`config.mk`:
```
export PLATFORM = sky130hd
export DESIGN_NAME = ysyx_23060072_lsu_flat
export DESIGN_NICKNAME = d
export VERILOG_FILES = /design/src/rtl/ysyx_23060072_lsu_if.sv /design/src/rtl/ysyx_23060072_lsu.sv /design/src/flat_wrapper.sv
export SDC_FILE = /design/constraint.sdc
export NUM_CORES = 1
export LEC_CHECK = 0
export ABC_AREA = 1
export CORE_ASPECT_RATIO = 0.8
export CORE_MARGIN = 2
export CORE_UTILIZATION = 40
export CTS_BUF_LIST = sky130_fd_sc_hd__clkbuf_4 sky130_fd_sc_hd__clkbuf_8
export DETAILED_ROUTE_END_ITERATION = 8
export GPL_ROUTABILITY_DRIVEN = 0
export HOLD_SLACK_MARGIN = 0.12
export PLACE_DENSITY = 0.73
export SYNTH_ARGS = -nofsm -noshare
export SYNTH_HDL_FRONTEND = slang
export SYNTH_SLANG_ARGS = --single-unit
```
`constraint.sdc`:
```
create_clock -name clk -period 10.8 [get_ports clk]
set_input_delay 2.16 -clock clk [delete_from_list [all_inputs] [get_ports clk]]
set_output_delay 2.16 -clock clk [all_outputs]
set_load 0.02 [all_outputs]
```
`src/rtl/ysyx_23060072_lsu_if.sv`:
```
// Memory-side bus between the LSU and the data memory: one request channel, one response channel.
interface ysyx_23060072_lsu_if;
    logic        mem_req_valid;
    logic        mem_req_ready;
    logic [31:0] mem_addr;
    logic        mem_wen;
    logic [31:0] mem_wdata;
    logic [3:0]  mem_wstrb;
    logic        mem_rsp_valid;
    logic [31:0] mem_rdata;

    // LSU side: issues requests, consumes responses
    modport master (
        output mem_req_valid, mem_addr, mem_wen, mem_wdata, mem_wstrb,
        input  mem_req_ready, mem_rsp_valid, mem_rdata
    );

    // Memory side: accepts requests, returns responses
    modport slave (
        input  mem_req_valid, mem_addr, mem_wen, mem_wdata, mem_wstrb,
        output mem_req_ready, mem_rsp_valid, mem_rdata
    );
endinterface

```
`src/rtl/ysyx_23060072_lsu.sv`:
```
// Load/store unit: one outstanding memory access, stalls the pipe until it completes,
// passes non-memory instructions straight into the LSU/WB register.
module ysyx_23060072_lsu (
    input  logic                       clk,
    input  logic                       rst,
    input  logic                       ex2lsu_valid,
    input  logic                       ex2lsu_load_flag,
    input  logic                       ex2lsu_store_flag,
    input  logic [2:0]                 ex2lsu_funct3,
    input  logic                       ex2lsu_wb_flag,
    input  logic [4:0]                 ex2lsu_wb_addr,
    input  logic [31:0]                ex2lsu_wb_data_ex,
    input  logic [31:0]                operand_b_lsu_stage,
    output logic                       lsu_stall,
    ysyx_23060072_lsu_if.master        mem,
    output logic                       lsu2wb_valid,
    output logic                       lsu2wb_wb_flag,
    output logic                       lsu2wb_load_flag,
    output logic [4:0]                 lsu2wb_wb_addr,
    output logic [31:0]                lsu2wb_wb_data_lsu,
    output logic                       lsu_err
);

    localparam int unsigned XLEN = 32;
    localparam int unsigned RW   = 5;

    localparam logic [1:0] S_IDLE = 2'd0;
    localparam logic [1:0] S_REQ  = 2'd1;
    localparam logic [1:0] S_WAIT = 2'd2;

    logic [1:0]      state_q, state_d;
    logic            capture_en, load_mem, load_direct;

    logic            mem_op, f3_illegal, misalign, acc_err, mem_go, rsp_done;
    logic [XLEN-1:0] st_wdata;
    logic [3:0]      st_wstrb;

    logic [XLEN-3:0] addr_q;
    logic [1:0]      off_q;
    logic            wen_q;
    logic [XLEN-1:0] wdata_q;
    logic [3:0]      wstrb_q;
    logic [2:0]      f3_q;
    logic            load_q;
    logic            wb_flag_q;
    logic [RW-1:0]   wb_addr_q;

    logic [XLEN-1:0] ld_shift, ld_data;

    // Access classification and stall request
    always_comb begin
        mem_op     = ex2lsu_valid & (ex2lsu_load_flag | ex2lsu_store_flag);
        f3_illegal = (ex2lsu_funct3 == 3'b011) | (ex2lsu_funct3[2:1] == 2'b11);
        misalign   = ((ex2lsu_funct3[1:0] == 2'b01) & ex2lsu_wb_data_ex[0]) |
                     ((ex2lsu_funct3[1:0] == 2'b10) & (ex2lsu_wb_data_ex[1:0] != 2'b00));
        acc_err    = mem_op & (f3_illegal | misalign);
        mem_go     = mem_op & ~acc_err;
        rsp_done   = (state_q == S_WAIT) & mem.mem_rsp_valid;
        lsu_stall  = mem_go & ~rsp_done;
    end

    // Store lane formatting from the live EX/LSU fields
    always_comb begin
        st_wdata = operand_b_lsu_stage;
        st_wstrb = 4'b1111;
        case (ex2lsu_funct3[1:0])
            2'b00: begin
                st_wdata = {4{operand_b_lsu_stage[7:0]}};
                st_wstrb = 4'b0001 << ex2lsu_wb_data_ex[1:0];
            end
            2'b01: begin
                st_wdata = {2{operand_b_lsu_stage[15:0]}};
                st_wstrb = 4'b0011 << ex2lsu_wb_data_ex[1:0];
            end
            default: ;
        endcase
    end

    // State register
    always_ff @(posedge clk or posedge rst) begin
        if (rst) state_q <= S_IDLE;
        else     state_q <= state_d;
    end

    // Next state and per-cycle control strobes
    always_comb begin
        state_d     = state_q;
        capture_en  = 1'b0;
        load_mem    = 1'b0;
        load_direct = 1'b0;
        case (state_q)
            S_IDLE: begin
                if (mem_go) begin
                    capture_en = 1'b1;
                    state_d    = S_REQ;
                end else if (ex2lsu_valid) begin
                    load_direct = 1'b1;
                end
            end
            S_REQ: begin
                if (mem.mem_req_ready) state_d = S_WAIT;
            end
            S_WAIT: begin
                if (mem.mem_rsp_valid) begin
                    load_mem = 1'b1;
                    state_d  = S_IDLE;
                end
            end
            default: state_d = S_IDLE;
        endcase
    end

    // Capture the access in IDLE so later operand changes cannot disturb it
    always_ff @(posedge clk or posedge rst) begin
        if (rst) begin
            addr_q    <= '0;
            off_q     <= '0;
            wen_q     <= 1'b0;
            wdata_q   <= '0;
            wstrb_q   <= '0;
            f3_q      <= '0;
            load_q    <= 1'b0;
            wb_flag_q <= 1'b0;
            wb_addr_q <= '0;
        end else if (capture_en) begin
            addr_q    <= ex2lsu_wb_data_ex[XLEN-1:2];
            off_q     <= ex2lsu_wb_data_ex[1:0];
            wen_q     <= ex2lsu_store_flag;
            wdata_q   <= st_wdata;
            wstrb_q   <= st_wstrb;
            f3_q      <= ex2lsu_funct3;
            load_q    <= ex2lsu_load_flag;
            wb_flag_q <= ex2lsu_wb_flag;
            wb_addr_q <= ex2lsu_wb_addr;
        end
    end

    assign mem.mem_req_valid = (state_q == S_REQ);
    assign mem.mem_addr      = {addr_q, 2'b00};
    assign mem.mem_wen       = wen_q;
    assign mem.mem_wdata     = wdata_q;
    assign mem.mem_wstrb     = wstrb_q;

    // Load lane select and sign/zero extension
    always_comb begin
        ld_shift = mem.mem_rdata >> {off_q, 3'b000};
        case (f3_q)
            3'b000:  ld_data = {{24{ld_shift[7]}}, ld_shift[7:0]};
            3'b001:  ld_data = {{16{ld_shift[15]}}, ld_shift[15:0]};
            3'b100:  ld_data = {24'd0, ld_shift[7:0]};
            3'b101:  ld_data = {16'd0, ld_shift[15:0]};
            default: ld_data = ld_shift;
        endcase
    end

    // LSU/WB register: flags bubble by default, address/data hold
    always_ff @(posedge clk or posedge rst) begin
        if (rst) begin
            lsu2wb_valid       <= 1'b0;
            lsu2wb_wb_flag     <= 1'b0;
            lsu2wb_load_flag   <= 1'b0;
            lsu2wb_wb_addr     <= '0;
            lsu2wb_wb_data_lsu <= '0;
            lsu_err            <= 1'b0;
        end else begin
            lsu2wb_valid     <= 1'b0;
            lsu2wb_wb_flag   <= 1'b0;
            lsu2wb_load_flag <= 1'b0;
            lsu_err          <= 1'b0;
            if (load_direct) begin
                lsu2wb_valid       <= 1'b1;
                lsu2wb_wb_flag     <= ex2lsu_wb_flag & ~acc_err;
                lsu_err            <= acc_err;
                lsu2wb_wb_addr     <= ex2lsu_wb_addr;
                lsu2wb_wb_data_lsu <= ex2lsu_wb_data_ex;
            end else if (load_mem) begin
                lsu2wb_valid     <= 1'b1;
                lsu2wb_wb_flag   <= wb_flag_q & load_q;
                lsu2wb_load_flag <= load_q;
                lsu2wb_wb_addr   <= wb_addr_q;
                if (load_q) lsu2wb_wb_data_lsu <= ld_data;
            end
        end
    end

endmodule
```
`src/flat_wrapper.sv`:
```
// flat-port wrapper written by rule: the top's interface ports become plain ports
module ysyx_23060072_lsu_flat 
  (clk, rst, ex2lsu_valid, ex2lsu_load_flag, ex2lsu_store_flag, ex2lsu_funct3, ex2lsu_wb_flag, ex2lsu_wb_addr, ex2lsu_wb_data_ex, operand_b_lsu_stage, lsu_stall, lsu2wb_valid, lsu2wb_wb_flag, lsu2wb_load_flag, lsu2wb_wb_addr, lsu2wb_wb_data_lsu, lsu_err, mem_mem_req_valid, mem_mem_addr, mem_mem_wen, mem_mem_wdata, mem_mem_wstrb, mem_mem_req_ready, mem_mem_rsp_valid, mem_mem_rdata);
  ysyx_23060072_lsu_if mem_i ();
  input  logic clk;
  input  logic rst;
  input  logic ex2lsu_valid;
  input  logic ex2lsu_load_flag;
  input  logic ex2lsu_store_flag;
  input  logic [2:0] ex2lsu_funct3;
  input  logic ex2lsu_wb_flag;
  input  logic [4:0] ex2lsu_wb_addr;
  input  logic [31:0] ex2lsu_wb_data_ex;
  input  logic [31:0] operand_b_lsu_stage;
  output logic lsu_stall;
  output logic lsu2wb_valid;
  output logic lsu2wb_wb_flag;
  output logic lsu2wb_load_flag;
  output logic [4:0] lsu2wb_wb_addr;
  output logic [31:0] lsu2wb_wb_data_lsu;
  output logic lsu_err;
  output wire logic [$bits(mem_i.mem_req_valid)-1:0] mem_mem_req_valid;
  output wire logic [$bits(mem_i.mem_addr)-1:0] mem_mem_addr;
  output wire logic [$bits(mem_i.mem_wen)-1:0] mem_mem_wen;
  output wire logic [$bits(mem_i.mem_wdata)-1:0] mem_mem_wdata;
  output wire logic [$bits(mem_i.mem_wstrb)-1:0] mem_mem_wstrb;
  input wire logic [$bits(mem_i.mem_req_ready)-1:0] mem_mem_req_ready;
  input wire logic [$bits(mem_i.mem_rsp_valid)-1:0] mem_mem_rsp_valid;
  input wire logic [$bits(mem_i.mem_rdata)-1:0] mem_mem_rdata;
  assign mem_mem_req_valid = mem_i.mem_req_valid;
  assign mem_mem_addr = mem_i.mem_addr;
  assign mem_mem_wen = mem_i.mem_wen;
  assign mem_mem_wdata = mem_i.mem_wdata;
  assign mem_mem_wstrb = mem_i.mem_wstrb;
  assign mem_i.mem_req_ready = mem_mem_req_ready;
  assign mem_i.mem_rsp_valid = mem_mem_rsp_valid;
  assign mem_i.mem_rdata = mem_mem_rdata;
  ysyx_23060072_lsu u_core (.clk(clk), .rst(rst), .ex2lsu_valid(ex2lsu_valid), .ex2lsu_load_flag(ex2lsu_load_flag), .ex2lsu_store_flag(ex2lsu_store_flag), .ex2lsu_funct3(ex2lsu_funct3), .ex2lsu_wb_flag(ex2lsu_wb_flag), .ex2lsu_wb_addr(ex2lsu_wb_addr), .ex2lsu_wb_data_ex(ex2lsu_wb_data_ex), .operand_b_lsu_stage(operand_b_lsu_stage), .lsu_stall(lsu_stall), .mem(mem_i), .lsu2wb_valid(lsu2wb_valid), .lsu2wb_wb_flag(lsu2wb_wb_flag), .lsu2wb_load_flag(lsu2wb_load_flag), .lsu2wb_wb_addr(lsu2wb_wb_addr), .lsu2wb_wb_data_lsu(lsu2wb_wb_data_lsu), .lsu_err(lsu_err));
endmodule
```
# Word level (Yosys, flattened, before mapping)
# Index checks and enable logic that the tools add are counted.
[word_totals] reg_bits=122 latch_bits=0 ramBits=0 mem_bits_ro=0 inputBits=112 memories=0
[op_classes] n_addsub=0 n_mul=0 div_mod_pow=0 order_cmp=0 n_eq_ne=12 shifts=3 mux=26 bitwise_logic=15 n_reduce_logical=8
[ops] cell="$pmux W32 S4" count=1
[ops] cell="$mux W32" count=3
[ops] cell="$pmux W32 S2" count=1
[ops] cell="$shr A32 B5 Y32" count=1
[ops] cell="$mux W1" count=14
[ops] cell="$mux W5" count=2
[ops] cell="$and A1 B1 Y1" count=9
[ops] cell="$pmux W4 S2" count=1
[ops] cell="$eq A2 B2 Y1 const B" count=3
[ops] cell="$eq A3 B3 Y1 const B" count=2
[ops] cell="$mux W2" count=3
[ops] cell="$pmux W2 S3" count=1
[ops] cell="$reduce_bool A2 Y1" count=3
[ops] cell="$eq A2 B1 Y1 const B" count=2
[ops] cell="$logic_not A2 Y1" count=2
[ops] cell="$ne A2 B1 Y1 const B" count=2
[ops] cell="$or A1 B1 Y1" count=4
[ops] cell="$shl A1 B2 Y4 const A" count=1
[ops] cell="$shl A2 B2 Y4 const A" count=1
[ops] cell="$eq A3 B1 Y1 const B" count=1
[ops] cell="$eq A3 B2 Y1 const B" count=1
[ops] cell="$logic_not A3 Y1" count=1
[ops] cell="$reduce_and A3 Y1" count=1
[ops] cell="$ne A2 B2 Y1 const B" count=1
[ops] cell="2 further kinds" count=3

# Logic depth before layout (Yosys ltp)
# Gate-level depths: netlist of run 1.
[logic_depth] ltp_word=11 depth_mapped=11 mapped_depth_nobuf=9

# Worst setup path after synthesis of run 1
# No wires, ideal clock.
[synth_timing] path_type="input to output" start="input port ex2lsu_wb_data_ex[0]" end="output port lsu_stall" t_arrival_ns=3.018 required_time_ns=8.640 setup_slack_ns=5.622 stages=6 cell_sequence="nor2_1 > nand2_1 > nand2_1 > nand3_2 > clkbuf_1 > nor2_1"
[synth_between] elab_chain_cells=8 word_cells_on_any_way=9
[synth_lines] element="start: declaration" line="flat_wrapper.sv:13" text="input logic [31:0] ex2lsu_wb_data_ex;"
[synth_lines] element="$reduce_bool A2 Y1" line="ysyx_23060072_lsu.sv:55" text="((ex2lsu_funct3[1:0] == 2'b10) & (ex2lsu_wb_data_ex[1:0] != 2'b00));"
[synth_lines] element="$and A1 B1 Y1" line="ysyx_23060072_lsu.sv:55"
[synth_lines] element="$or A1 B1 Y1 (*)" line="ysyx_23060072_lsu.sv:54" text="misalign = ((ex2lsu_funct3[1:0] == 2'b01) & ex2lsu_wb_data_ex[0]) |"
[synth_lines] element="$or A1 B1 Y1 (*)" line="ysyx_23060072_lsu.sv:56" text="acc_err = mem_op & (f3_illegal | misalign);"
[synth_lines] element="$and A1 B1 Y1 (*)" line="ysyx_23060072_lsu.sv:56"
[synth_lines] element="$not A1 Y1 (*)" line="ysyx_23060072_lsu.sv:57" text="mem_go = mem_op & ~acc_err;"
[synth_lines] element="$and A1 B1 Y1 (*)" line="ysyx_23060072_lsu.sv:57"
[synth_lines] element="$and A1 B1 Y1 (*)" line="ysyx_23060072_lsu.sv:59" text="lsu_stall = mem_go & ~rsp_done;"
[synth_lines] element="end: declaration" line="flat_wrapper.sv:15" text="output logic lsu_stall;"
# Mark *: on every way between the ends. The rest lies on a longest branch, timed or not.

# Final worst setup path of run 1
[layout_timing] start="input port ex2lsu_funct3[1]" end="output port lsu_stall"
[layout_between] elab_chain_cells=8 word_cells_on_any_way=13
[layout_lines] element="start: declaration" line="flat_wrapper.sv:10" text="input logic [2:0] ex2lsu_funct3;"
[layout_lines] element="$eq A2 B1 Y1 / $eq A2 B2 Y1 (equally long branches)" line="ysyx_23060072_lsu.sv:54, ysyx_23060072_lsu.sv:55"
[layout_lines] element="$and A1 B1 Y1 (on tied branches)" line="ysyx_23060072_lsu.sv:54, ysyx_23060072_lsu.sv:55"
[layout_lines] element="$or A1 B1 Y1" line="ysyx_23060072_lsu.sv:54"
[layout_lines] element="$or A1 B1 Y1 (*)" line="ysyx_23060072_lsu.sv:56"
[layout_lines] element="$and A1 B1 Y1 (*)" line="ysyx_23060072_lsu.sv:56"
[layout_lines] element="$not A1 Y1 (*)" line="ysyx_23060072_lsu.sv:57"
[layout_lines] element="$and A1 B1 Y1 (*)" line="ysyx_23060072_lsu.sv:57"
[layout_lines] element="$and A1 B1 Y1 (*)" line="ysyx_23060072_lsu.sv:59"
# Marks and branches as above.

==> reports/qor.csv, run 1 <==
stage,metric,value,unit
status,status,completed,
clocking,Hold Buf Count CTS,0,
critical_path,CP startpoint,ex2lsu_funct3[1],
floorplanning,Rows,40,
critical_path,Reg2Reg Setup Slack,7.90,ns
floorplanning,width of the die,141.1,um
critical_path,critical path arrival,4.42,ns
sta,Setup Skew,0.01284,ns
synth,Post-synth top cells,"336 x nand2_1, 122 x dfrtp_1, 114 x nand3_1, 38 x nand4_1",
floorplanning,Die H,113.7,um
critical_path,Startpoint Class,primary input,
grt,largest net degree at the start of global routing,80,
drt,ANT nets after route,0,
power,Pwr Density,231.0,nW/um2
hold_path,worst hold endpoint,u_core.mem.mem_wdata[24],
drt,Remaining DRCs,0,
cells_and_area,Register Area,3053,um2
critical_path,Crit path required time,8.64,ns
synth,Syn Inst Count,792,
drt,DRT iter0 DRCs,406,
critical_path,Setup crit end kind,output pin,
synth,largest cells by area after synthesis,"dfrtp_1 51%, nand2_1 21%, nand3_1 9.5%, nand4_1 4.0%, buf_2 2.1%",
floorplanning,Ports,224,
grt,initial antenna violation count,1,
sta,Final Max Tran Viols,0,
cells_and_area,Final Util,58.49,%
synth,Async SR Flop Fraction,100.0,%
hold_path,depth of the worst hold-timing path,2,
synth,post-synthesis register bit count,122,
clocking,root buffer cell,clkbuf_8,
floorplanning,CORE AREA,14860,um2
synth,cell taking the most area after synthesis,dfrtp_1,
synth,most frequent cell after synthesis,nand2_1,
drt,drt total wl,19110,um
drt,TritonRoute pass-1 iters,5,
sta,setup TNS,0,ns
synth,Post-synth EDFFs,0,
synth,distinct cell type count after synthesis,24,
sta,fmax,151.9,MHz
clocking,insertion delay to the later sink of the worst-skew pair,0.44,ns
critical_path,R2R depth,7,
grt,first-pass GRT wire length,30170,um
hold_path,min-delay src,u_core.mem.mem_wdata[24],
synth,Mean Syn Cell Area,7.599,um2
sta,unrepaired setup endpoints after global routing,no,
clocking,"CTS clk-pin slew, worst paths",0.06,ns
drt,via/cell ratio,5.036,
synth,Synth top area share,50.73,%
cells_and_area,Layout area overhead,44.47,%
critical_path,RR Startpoint,u_core.off_q[0],
floorplanning,die area,16050,um2
cells_and_area,layout cells sized above 1,5.110,%
floorplanning,Starting Density,40.49,%
critical_path,reg2reg end,u_core.lsu2wb_wb_data_lsu[29],
cells_and_area,fin nets,1097,
grt,GRT overflow,0,
critical_path,critical path class,in2out,
placed_design,dpl hpwl,13280,um
clocking,Max Root-Sink Buffers,2,
grt,number of global-route vias before repair,5638,
flow_run,# Max-Cap Violations,0,
drt,via count,5978,
critical_path,CP Max Fanout,40,
sta,actual slew at the worst max-slew pin,1.001,ns
hold_path,Hold Path Class,reg2reg,
clocking,CTS HTree Levels,4,
cells_and_area,area of the multi-input gates,2596,um2
synth,register area share after synthesis,50.73,%
clocking,Post-CTS Setup Repair Bufs,0,
clocking,clk sinks,122,
clocking,post-cts sizing count,0,
synth,Synth Flop Type,dfrtp_1,
power,peak supply drop,110.3,uV
drt,WL per Instance,16.10,um
placed_design,Port Buffer Count,221,
cells_and_area,Filler cells,1345,
cells_and_area,# diodes,0,
grt,total track usage,24.10,%
power,standby leakage power,4.149,nW
sta,Final min period,6.585,ns
sta,Final Hold Fails,0,
clocking,cts bufs inserted,17,
sta,worst relative slew slack,33.14,%
synth,Netlist Area Pre-Place,6018,um2
sta,Final setup viols,0,
clocking,CTS tree,yes,
sta,Final Cycle Share,60.97,%
synth,yosys warns,0,
==> kinds of logic after synthesis <==
kind of cell           count (synthesis)  share of synthesized area [%]
AOI/OAI and AO/OA                     73                          6.736
buffers and inverters                 86                          6.320
DFF                                  122                          50.73
other                                  1                        0.06231
and+or+nand+nor                      510                          36.15
==> power breakdown <==
part	total [W]	switching (W)	internal, W
Sequential	0.000705	0.0000977	0.000607
Combinational	0.000872	0.000489	0.000383
Clock	0.000432	0.000187	0.000245
==> layout make-up <==
class / count / share of cell area (%)
Inverter: 30 / 1.324
Multi-Input combinational cell: 585 / 29.86
Clock inverter: 11 / 1.669
Tap cell: 189 / 2.720
Timing Repair Buffer: 229 / 26.13
Sequential cell: 122 / 35.11
Clock buffer: 21 / 3.180
==> layer usage <==
layer	GRT usage, %	routed length, um
met1	34.67	8945
met3	6.213	1358
met4	8.000	336
met5	0	0
met2	35.66	8472
==> flip-flops by register name (all words and copies together) (netlist names), 2 cells and up <==
name and cells:
u_core.wb_addr_q 5, u_core.addr_q 30, u_core.state_q 2, u_core.f3_q 3, u_core.mem.mem_wstrb 4, u_core.lsu2wb_wb_addr 5
u_core.lsu2wb_wb_data_lsu 32, u_core.off_q 2, u_core.mem.mem_wdata 32
==> critical path, cell delays in order <==
cell and delay [ns]:
clkdlybuf4s50_1 0.45, buf_4 0.34, inv_2 0.05, nand2_1 0.08
inv_2 0.10, nand2_2 0.10, nand3_2 0.07, buf_4 0.27
nor2_1 0.17, clkdlybuf4s50_1 0.62
==> placed cells by master (no fill, tap or decap) <==
cell             instances
nand2_1                336
clkdlybuf4s50_1        221
dfrtp_1                122
nand3_1                114
nand4_1                 38
o21ai_0                 25
inv_1                   23
clkbuf_8                19
nor2_1                  16
a21oi_1                 16
o21ai_1                 16
o211ai_1                14
buf_4                    8
inv_2                    5
clkinv_2                 3
clkinvlp_4               3
bufinv_16                3
nor2_4                   2
nand3_2                  2
conb_1                   2
clkbuf_4                 2
clkinv_4                 2
nand2_2                  1
o21a_1                   1
clkinv_1                 1
nor3_1                   1
o31ai_1                  1
inv_4                    1
==> how the worst max path moves through the flow <==
stage,slack (ns),end
floorplan,5.40,u_core.addr_q[0]
global placement,4.27,lsu_stall
detailed placement,4.21,lsu_stall
CTS,4.21,lsu_stall
global route,4.05,lsu_stall
finish,4.22,lsu_stall
==> through the flow <==
step	instances	power (W)	worst slack, ns	cell area (um2)	hold slack (ns)
floorplan	793	0.001169	5.397	6022	0.4422
global placement	1155	0.001572	4.272	8273	0.4541
detailed placement	1155	0.001582	4.207	8273	0.4584
CTS	1187	0.002021	4.210	8695	0.4752
global route	1187	0.002133	4.051	8695	0.4945
finish	1187	0.002009	4.215	8695	0.4701
Note: power is estimated with default switching activity, not from simulation.
==> run 2: changes to the inputs <==
==> constraint.sdc (replaced) <==
create_clock -name clk -period 6.61 [get_ports clk]
set_input_delay 1.322 -clock clk [delete_from_list [all_inputs] [get_ports clk]]
set_output_delay 1.322 -clock clk [all_outputs]
set_load 0.02 [all_outputs]
==> run 2 against run 1 <==
Compared with the run above: via count grew 0.65%; final area is essentially flat; global-route usage grew 0.12 points; critical path depth shrank 1; die area stayed put; register-to-register slack worse by 4.2 ns; critical path type unchanged.
==> reports/qor.csv, run 2 (synthesized netlist as in run 1, its figures left out) <==
stage,metric,value,unit,change
status,status,completed,,
cells_and_area,most frequent cells in the layout,"336 x nand2_1, 221 x clkdlybuf4s50_1, 122 x dfrtp_1",,
clocking,root buffer cell,clkbuf_8,,
cells_and_area,layout cells sized above 1,5.205,%,+0.095 points
clocking,cts bufs inserted,17,,unchanged
sta,Final Max Tran Viols,0,,unchanged
clocking,insertion delay to the later sink of the worst-skew pair,0.44,ns,about the same
clocking,CTS tree,yes,,
critical_path,CP Max Fanout,40,,unchanged
sta,Final min period,4.627,ns,
grt,total track usage,24.23,%,+0.12 points
critical_path,Crit path required time,5.29,ns,-3.35 ns
grt,initial antenna violation count,0,,-1
drt,Top Layer Used,met4,,
power,Gate power share,43.6,%,+0.2 points
drt,Metal-1 WL,8617,um,-3.7%
sta,actual slew at the worst max-slew pin,1.005,ns,+0.004896 ns
power,clock share of power,21.2,%,-0.3 points
sta,worst relative slew slack,32.97,%,-0.17 points
clocking,post-cts sizing count,0,,unchanged
drt,via/cell ratio,5.065,,+0.57%
grt,number of global-route vias before repair,5697,,+1.0%
floorplanning,Die H,113.7,um,unchanged
power,Switching Fraction,38.79,%,+0.29 points
floorplanning,width of the die,141.1,um,unchanged
power,peak supply drop,180.7,uV,+64%
sta,Final setup viols,0,,unchanged
drt,TritonRoute pass-1 iters,5,,unchanged
grt,first-pass GRT wire length,30290,um,+0.41%
sta,Setup Skew,0.01216,ns,-0.0006731 ns
cells_and_area,Final Util,58.44,%,about the same
grt,GRT overflow,0,,unchanged
clocking,Post-CTS Setup Repair Bufs,0,,unchanged
placed_design,dpl hpwl,13450,um,+1.3%
critical_path,Setup crit end kind,output pin,,
drt,ANT nets after route,0,,unchanged
drt,WL per Instance,16.13,um,+0.18%
power,Flop pwr share,35.1,%,about the same
cells_and_area,Filler cells,1399,,+4.0%
drt,drt total wl,19160,um,+0.26%
drt,Remaining DRCs,0,,unchanged
grt,largest net degree at the start of global routing,78,,-2.5%
drt,Met3 Wirelength,1584,um,+17%
sta,fmax,216.1,MHz,
floorplanning,die area,16050,um2,unchanged
critical_path,Reg2Reg Setup Slack,3.69,ns,-4.21 ns
drt,met2 wire length,8647,um,+2.1%
critical_path,critical path arrival,3.31,ns,-1.11 ns
power,Pwr Density,376.7,nW/um2,+63%
hold_path,Hold Path Class,reg2reg,,
sta,Final Hold Fails,0,,unchanged
power,Final Power,0.003272,W,+63%
floorplanning,Rows,40,,unchanged
cells_and_area,# diodes,0,,unchanged
clocking,clk sinks,122,,unchanged
cells_and_area,area of the multi-input gates,2596,um2,unchanged
clocking,Hold Buf Count CTS,0,,unchanged
power,standby leakage power,4.148,nW,about the same
sta,fin worst setup slack,1.983,ns,-2.233 ns
cells_and_area,Layout area overhead,44.35,%,about the same
clocking,"CTS clk-pin slew, worst paths",0.07,ns,about the same
drt,DRT iter0 DRCs,469,,+16%
sta,unrepaired setup endpoints after global routing,no,,
cells_and_area,fin area,8687,um2,about the same
critical_path,Startpoint Class,primary input,,
flow_run,# Max-Cap Violations,0,,unchanged
cells_and_area,most common library cell in the layout ignoring fill and taps,nand2_1,,
placed_design,Port Buffer Count,221,,unchanged
clocking,Max Root-Sink Buffers,2,,unchanged
power,NetSw,0.001269,W,+64%
cells_and_area,fin nets,1098,,+0.091%
critical_path,critical path class,in2out,,
sta,setup TNS,0,ns,unchanged
floorplanning,Starting Density,40.49,%,unchanged
placed_design,placed inst area,8280,um2,about the same
clocking,CTS HTree Levels,4,,unchanged
cells_and_area,Register Area,3053,um2,unchanged
placed_design,pre-CTS setup slack,2.001,ns,-2.207 ns
sta,Final Cycle Share,70.00,%,
floorplanning,CORE AREA,14860,um2,unchanged
drt,via count,6017,,+0.65%
floorplanning,Ports,224,,unchanged
power,Int Power,0.002003,W,+62%
-- run 2: path summary, 6_finish.rpt --
check	start	to	cells past startpoint
min reg2reg	u_core.mem.mem_wdata[24]	u_core.mem.mem_wdata[24]	2
min in group asynchronous	rst	u_core.mem.mem_wdata[27]	2
max	ex2lsu_funct3[1]	lsu_stall	9
min	u_core.mem.mem_wdata[24]	u_core.mem.mem_wdata[24]	2
max in group asynchronous	rst	u_core.lsu2wb_wb_data_lsu[19]	3
max reg2reg	u_core.off_q[0]	u_core.lsu2wb_wb_data_lsu[29]	7
-- run 2: final cells by class --
class	instances	area share, %
multi-input cells	585	29.89
repair buffers	230	26.24
well taps	189	2.722
clock buffers	20	2.953
inverters	30	1.325
clock inverters	12	1.728
flip-flops and latches	122	35.14
-- run 2: metal layers --
| metal | vias to the layer above | track usage [%] |
|---|---|---|
| met4 | 0 | 6.867 |
| met3 | 24 | 7.221 |
| li1 | 2989 | - |
| met1 | 2773 | 34.36 |
| met5 | - | 0 |
| met2 | 231 | 36.25 |
-- run 2: worst max-delay path, stage by stage --
cell and delay [ns]:
clkdlybuf4s50_1 0.45, buf_4 0.34, inv_2 0.04, nand2_1 0.07, inv_2 0.10, nand2_2 0.09, nand3_2 0.10, nor2_1 0.15
clkdlybuf4s50_1 0.63
-- run 2: through the flow --
step | instances | hold WS (ns)
after floorplan | 793 | 0.4422
after global placement | 1156 | 0.4522
after detailed placement | 1156 | 0.4573
after CTS | 1188 | 0.4757
after global routing | 1188 | 0.4925
final | 1188 | 0.4704
-- run 2: power groups by stage --
| stage | sequential, W | clock [W] | combinational, W |
|---|---|---|---|
| after CTS | 0.00115 | 0.000708 | 0.00144 |
| final | 0.00115 | 0.000695 | 0.00143 |
| after detailed placement | 0.00116 | 0 | 0.00143 |
| after global placement | 0.00115 | 0 | 0.00142 |
| after global routing | 0.00118 | 0.000744 | 0.00155 |
| after floorplan | 0.00141 | 0 | 0.000504 |
==> run 3: changes to the inputs <==
==> constraint.sdc (replaced) <==
create_clock -name clk -period 4.8 [get_ports clk]
set_input_delay 0.96 -clock clk [delete_from_list [all_inputs] [get_ports clk]]
set_output_delay 0.96 -clock clk [all_outputs]
set_load 0.02 [all_outputs]
==> run 3 against run 2 <==
Compared with the run above: wire length fell by 1.5%; global-route usage fell by 0.14 points; critical path depth fell by 2; critical path type unchanged; largest power group unchanged; highest routed layer unchanged.
==> reports/qor.csv, run 3 (synthesized netlist as in run 1, its figures left out) <==
stage,metric,value,unit,change
power,Int Power,0.002740,W,+37%
hold_path,Hold Path Class,reg2reg,,
clocking,Hold Buf Count CTS,0,,unchanged
sta,Final min period,3.669,ns,
clocking,Max Root-Sink Buffers,2,,unchanged
drt,ANT nets after route,0,,unchanged
cells_and_area,layout cells sized above 1,5.205,%,unchanged
critical_path,R2R depth,6,,-1
power,Switching Fraction,38.63,%,-0.16 points
floorplanning,CORE AREA,14860,um2,unchanged
clocking,post-cts sizing count,0,,unchanged
cells_and_area,Final Util,58.53,%,+0.084 points
drt,DRT iter0 DRCs,534,,+14%
power,Flop pwr share,34.9,%,-0.2 points
sta,Setup Skew,0.007964,ns,-0.004198 ns
grt,first-pass GRT wire length,30090,um,-0.66%
critical_path,reg2reg end,u_core.lsu2wb_wb_data_lsu[17],,
drt,drt total wl,18890,um,-1.5%
floorplanning,Die H,113.7,um,unchanged
critical_path,Setup crit end kind,output pin,,
placed_design,Port Buffer Count,221,,unchanged
power,Gate power share,44.5,%,+0.9 points
cells_and_area,Filler cells,1356,,-3.1%
placed_design,dpl hpwl,13440,um,about the same
critical_path,critical path class,in2out,,
cells_and_area,Layout area overhead,44.55,%,
sta,Final Hold Fails,0,,unchanged
grt,total track usage,24.09,%,-0.14 points
drt,TritonRoute pass-1 iters,4,,-1
cells_and_area,most frequent cells in the layout,"336 x nand2_1, 221 x clkdlybuf4s50_1, 122 x dfrtp_1",,
drt,WL per Instance,15.90,um,-1.5%
status,status,completed,,
cells_and_area,# diodes,0,,unchanged
power,standby leakage power,4.160,nW,+0.29%
clocking,"CTS clk-pin slew, worst paths",0.07,ns,about the same
sta,worst relative slew slack,38.05,%,+5.1 points
sta,Final Cycle Share,76.44,%,
grt,number of global-route vias before repair,5686,,-0.19%
hold_path,depth of the worst hold-timing path,2,,unchanged
flow_run,# Max-Cap Violations,0,,unchanged
clocking,cts bufs inserted,17,,unchanged
grt,GRT overflow,0,,unchanged
sta,fmax,272.6,MHz,
floorplanning,Ports,224,,unchanged
clocking,root buffer cell,clkbuf_8,,
power,peak supply drop,270.6,uV,+50%
grt,largest net degree at the start of global routing,67,,-14%
hold_path,worst hold endpoint,u_core.addr_q[12],,
cells_and_area,area of the multi-input gates,2596,um2,unchanged
cells_and_area,fin nets,1099,,+0.091%
floorplanning,Rows,40,,unchanged
critical_path,Crit path required time,3.84,ns,-1.45 ns
clocking,CTS tree,yes,,
critical_path,critical path arrival,2.71,ns,-0.60 ns
clocking,clk sinks,122,,unchanged
sta,actual slew at the worst max-slew pin,0.9236,ns,-0.08188 ns
critical_path,RR Startpoint,u_core.off_q[1],,
sta,unrepaired setup endpoints after global routing,no,,
critical_path,Reg2Reg Setup Slack,2.30,ns,-1.39 ns
critical_path,CP Max Fanout,7,,-83%
cells_and_area,Register Area,3053,um2,unchanged
sta,Final Max Tran Viols,0,,unchanged
hold_path,min-delay src,u_core.addr_q[12],,
power,clock share of power,20.5,%,-0.7 points
cells_and_area,most common library cell in the layout ignoring fill and taps,nand2_1,,
critical_path,Startpoint Class,primary input,,
floorplanning,width of the die,141.1,um,unchanged
drt,via count,6039,,+0.37%
sta,setup TNS,0,ns,unchanged
drt,via/cell ratio,5.083,,+0.37%
clocking,Post-CTS Setup Repair Bufs,0,,unchanged
power,NetSw,0.001725,W,+36%
floorplanning,die area,16050,um2,unchanged
grt,initial antenna violation count,0,,unchanged
sta,Final setup viols,0,,unchanged
clocking,CTS HTree Levels,4,,unchanged
power,Pwr Density,513.2,nW/um2,+36%
drt,Remaining DRCs,0,,unchanged
clocking,insertion delay to the later sink of the worst-skew pair,0.44,ns,about the same
floorplanning,Starting Density,40.49,%,unchanged
==> run 3: changes by cell type in the layout (fill, tap and decap cells not counted), sizes merged <==
cell,delta
bufinv,-1
clkinv,-2
clkbuf,+3
buf,+1
clkinvlp,-1
==> run 3: power groups by stage <==
stage / registers, W / clock network (W) / logic [W]
final: 0.00156 / 0.000916 / 0.00199
after global routing: 0.00160 / 0.000976 / 0.00217
after CTS: 0.00156 / 0.000933 / 0.00200
after detailed placement: 0.00157 / 0 / 0.00199
after global placement: 0.00157 / 0 / 0.00197
after floorplan: 0.00194 / 0 / 0.000694
==> run 3: critical path, cell delays in order <==
cell             delay [ns]
clkdlybuf4s50_1        0.54
nor2_1                 0.17
nand2_1                0.07
nand2_1                0.09
nand3_2                0.08
nor2_1                 0.15
clkdlybuf4s50_1        0.64
==> run 3: per-stage QoR <==
stage / setup slack, ns / cell area [um2] / std cells / power, W / hold slack, ns
2_1_floorplan: 0.5975 / 6022 / 793 / 0.002629 / 0.4422
3_3_place_gp: 1.154 / 8313 / 1157 / 0.003543 / 0.4545
3_5_place_dp: 1.145 / 8313 / 1157 / 0.003560 / 0.4571
4_1_cts: 1.154 / 8700 / 1188 / 0.004491 / 0.4741
5_1_grt: 1.001 / 8700 / 1188 / 0.004742 / 0.4894
6_report: 1.131 / 8700 / 1188 / 0.004465 / 0.4726
==> run 3: area by class of cell <==
| cell class | instances | share of cell area (%) |
|---|---|---|
| clock buffers | 23 | 3.351 |
| clock inverters | 8 | 1.093 |
| inverters | 30 | 1.323 |
| multi-input cells | 585 | 29.84 |
| flip-flops and latches | 122 | 35.09 |
| well taps | 189 | 2.718 |
| repair buffers | 231 | 26.58 |
==> run 3: worst max path at each step <==
stage,start,endpoint,slack (ns),cells past startpoint
6_report,ex2lsu_wb_data_ex[1],lsu_stall,1.13,7
5_1_grt,ex2lsu_wb_data_ex[1],lsu_stall,1.00,7
4_1_cts,ex2lsu_wb_data_ex[1],lsu_stall,1.15,7
3_5_place_dp,ex2lsu_funct3[1],u_core.lsu2wb_wb_data_lsu[23],1.15,9
3_3_place_gp,ex2lsu_wb_data_ex[1],lsu_stall,1.15,7
2_1_floorplan,rst,u_core.addr_q[0],0.60,1
==> run 3: layer usage <==
layer	vias to the layer above	routed length [um]	track usage, %
met3	26	1538	6.801
met4	0	359	7.800
met5	-	0	0
met1	2776	8933	35.10
li1	3002	-	-
met2	235	8054	34.79
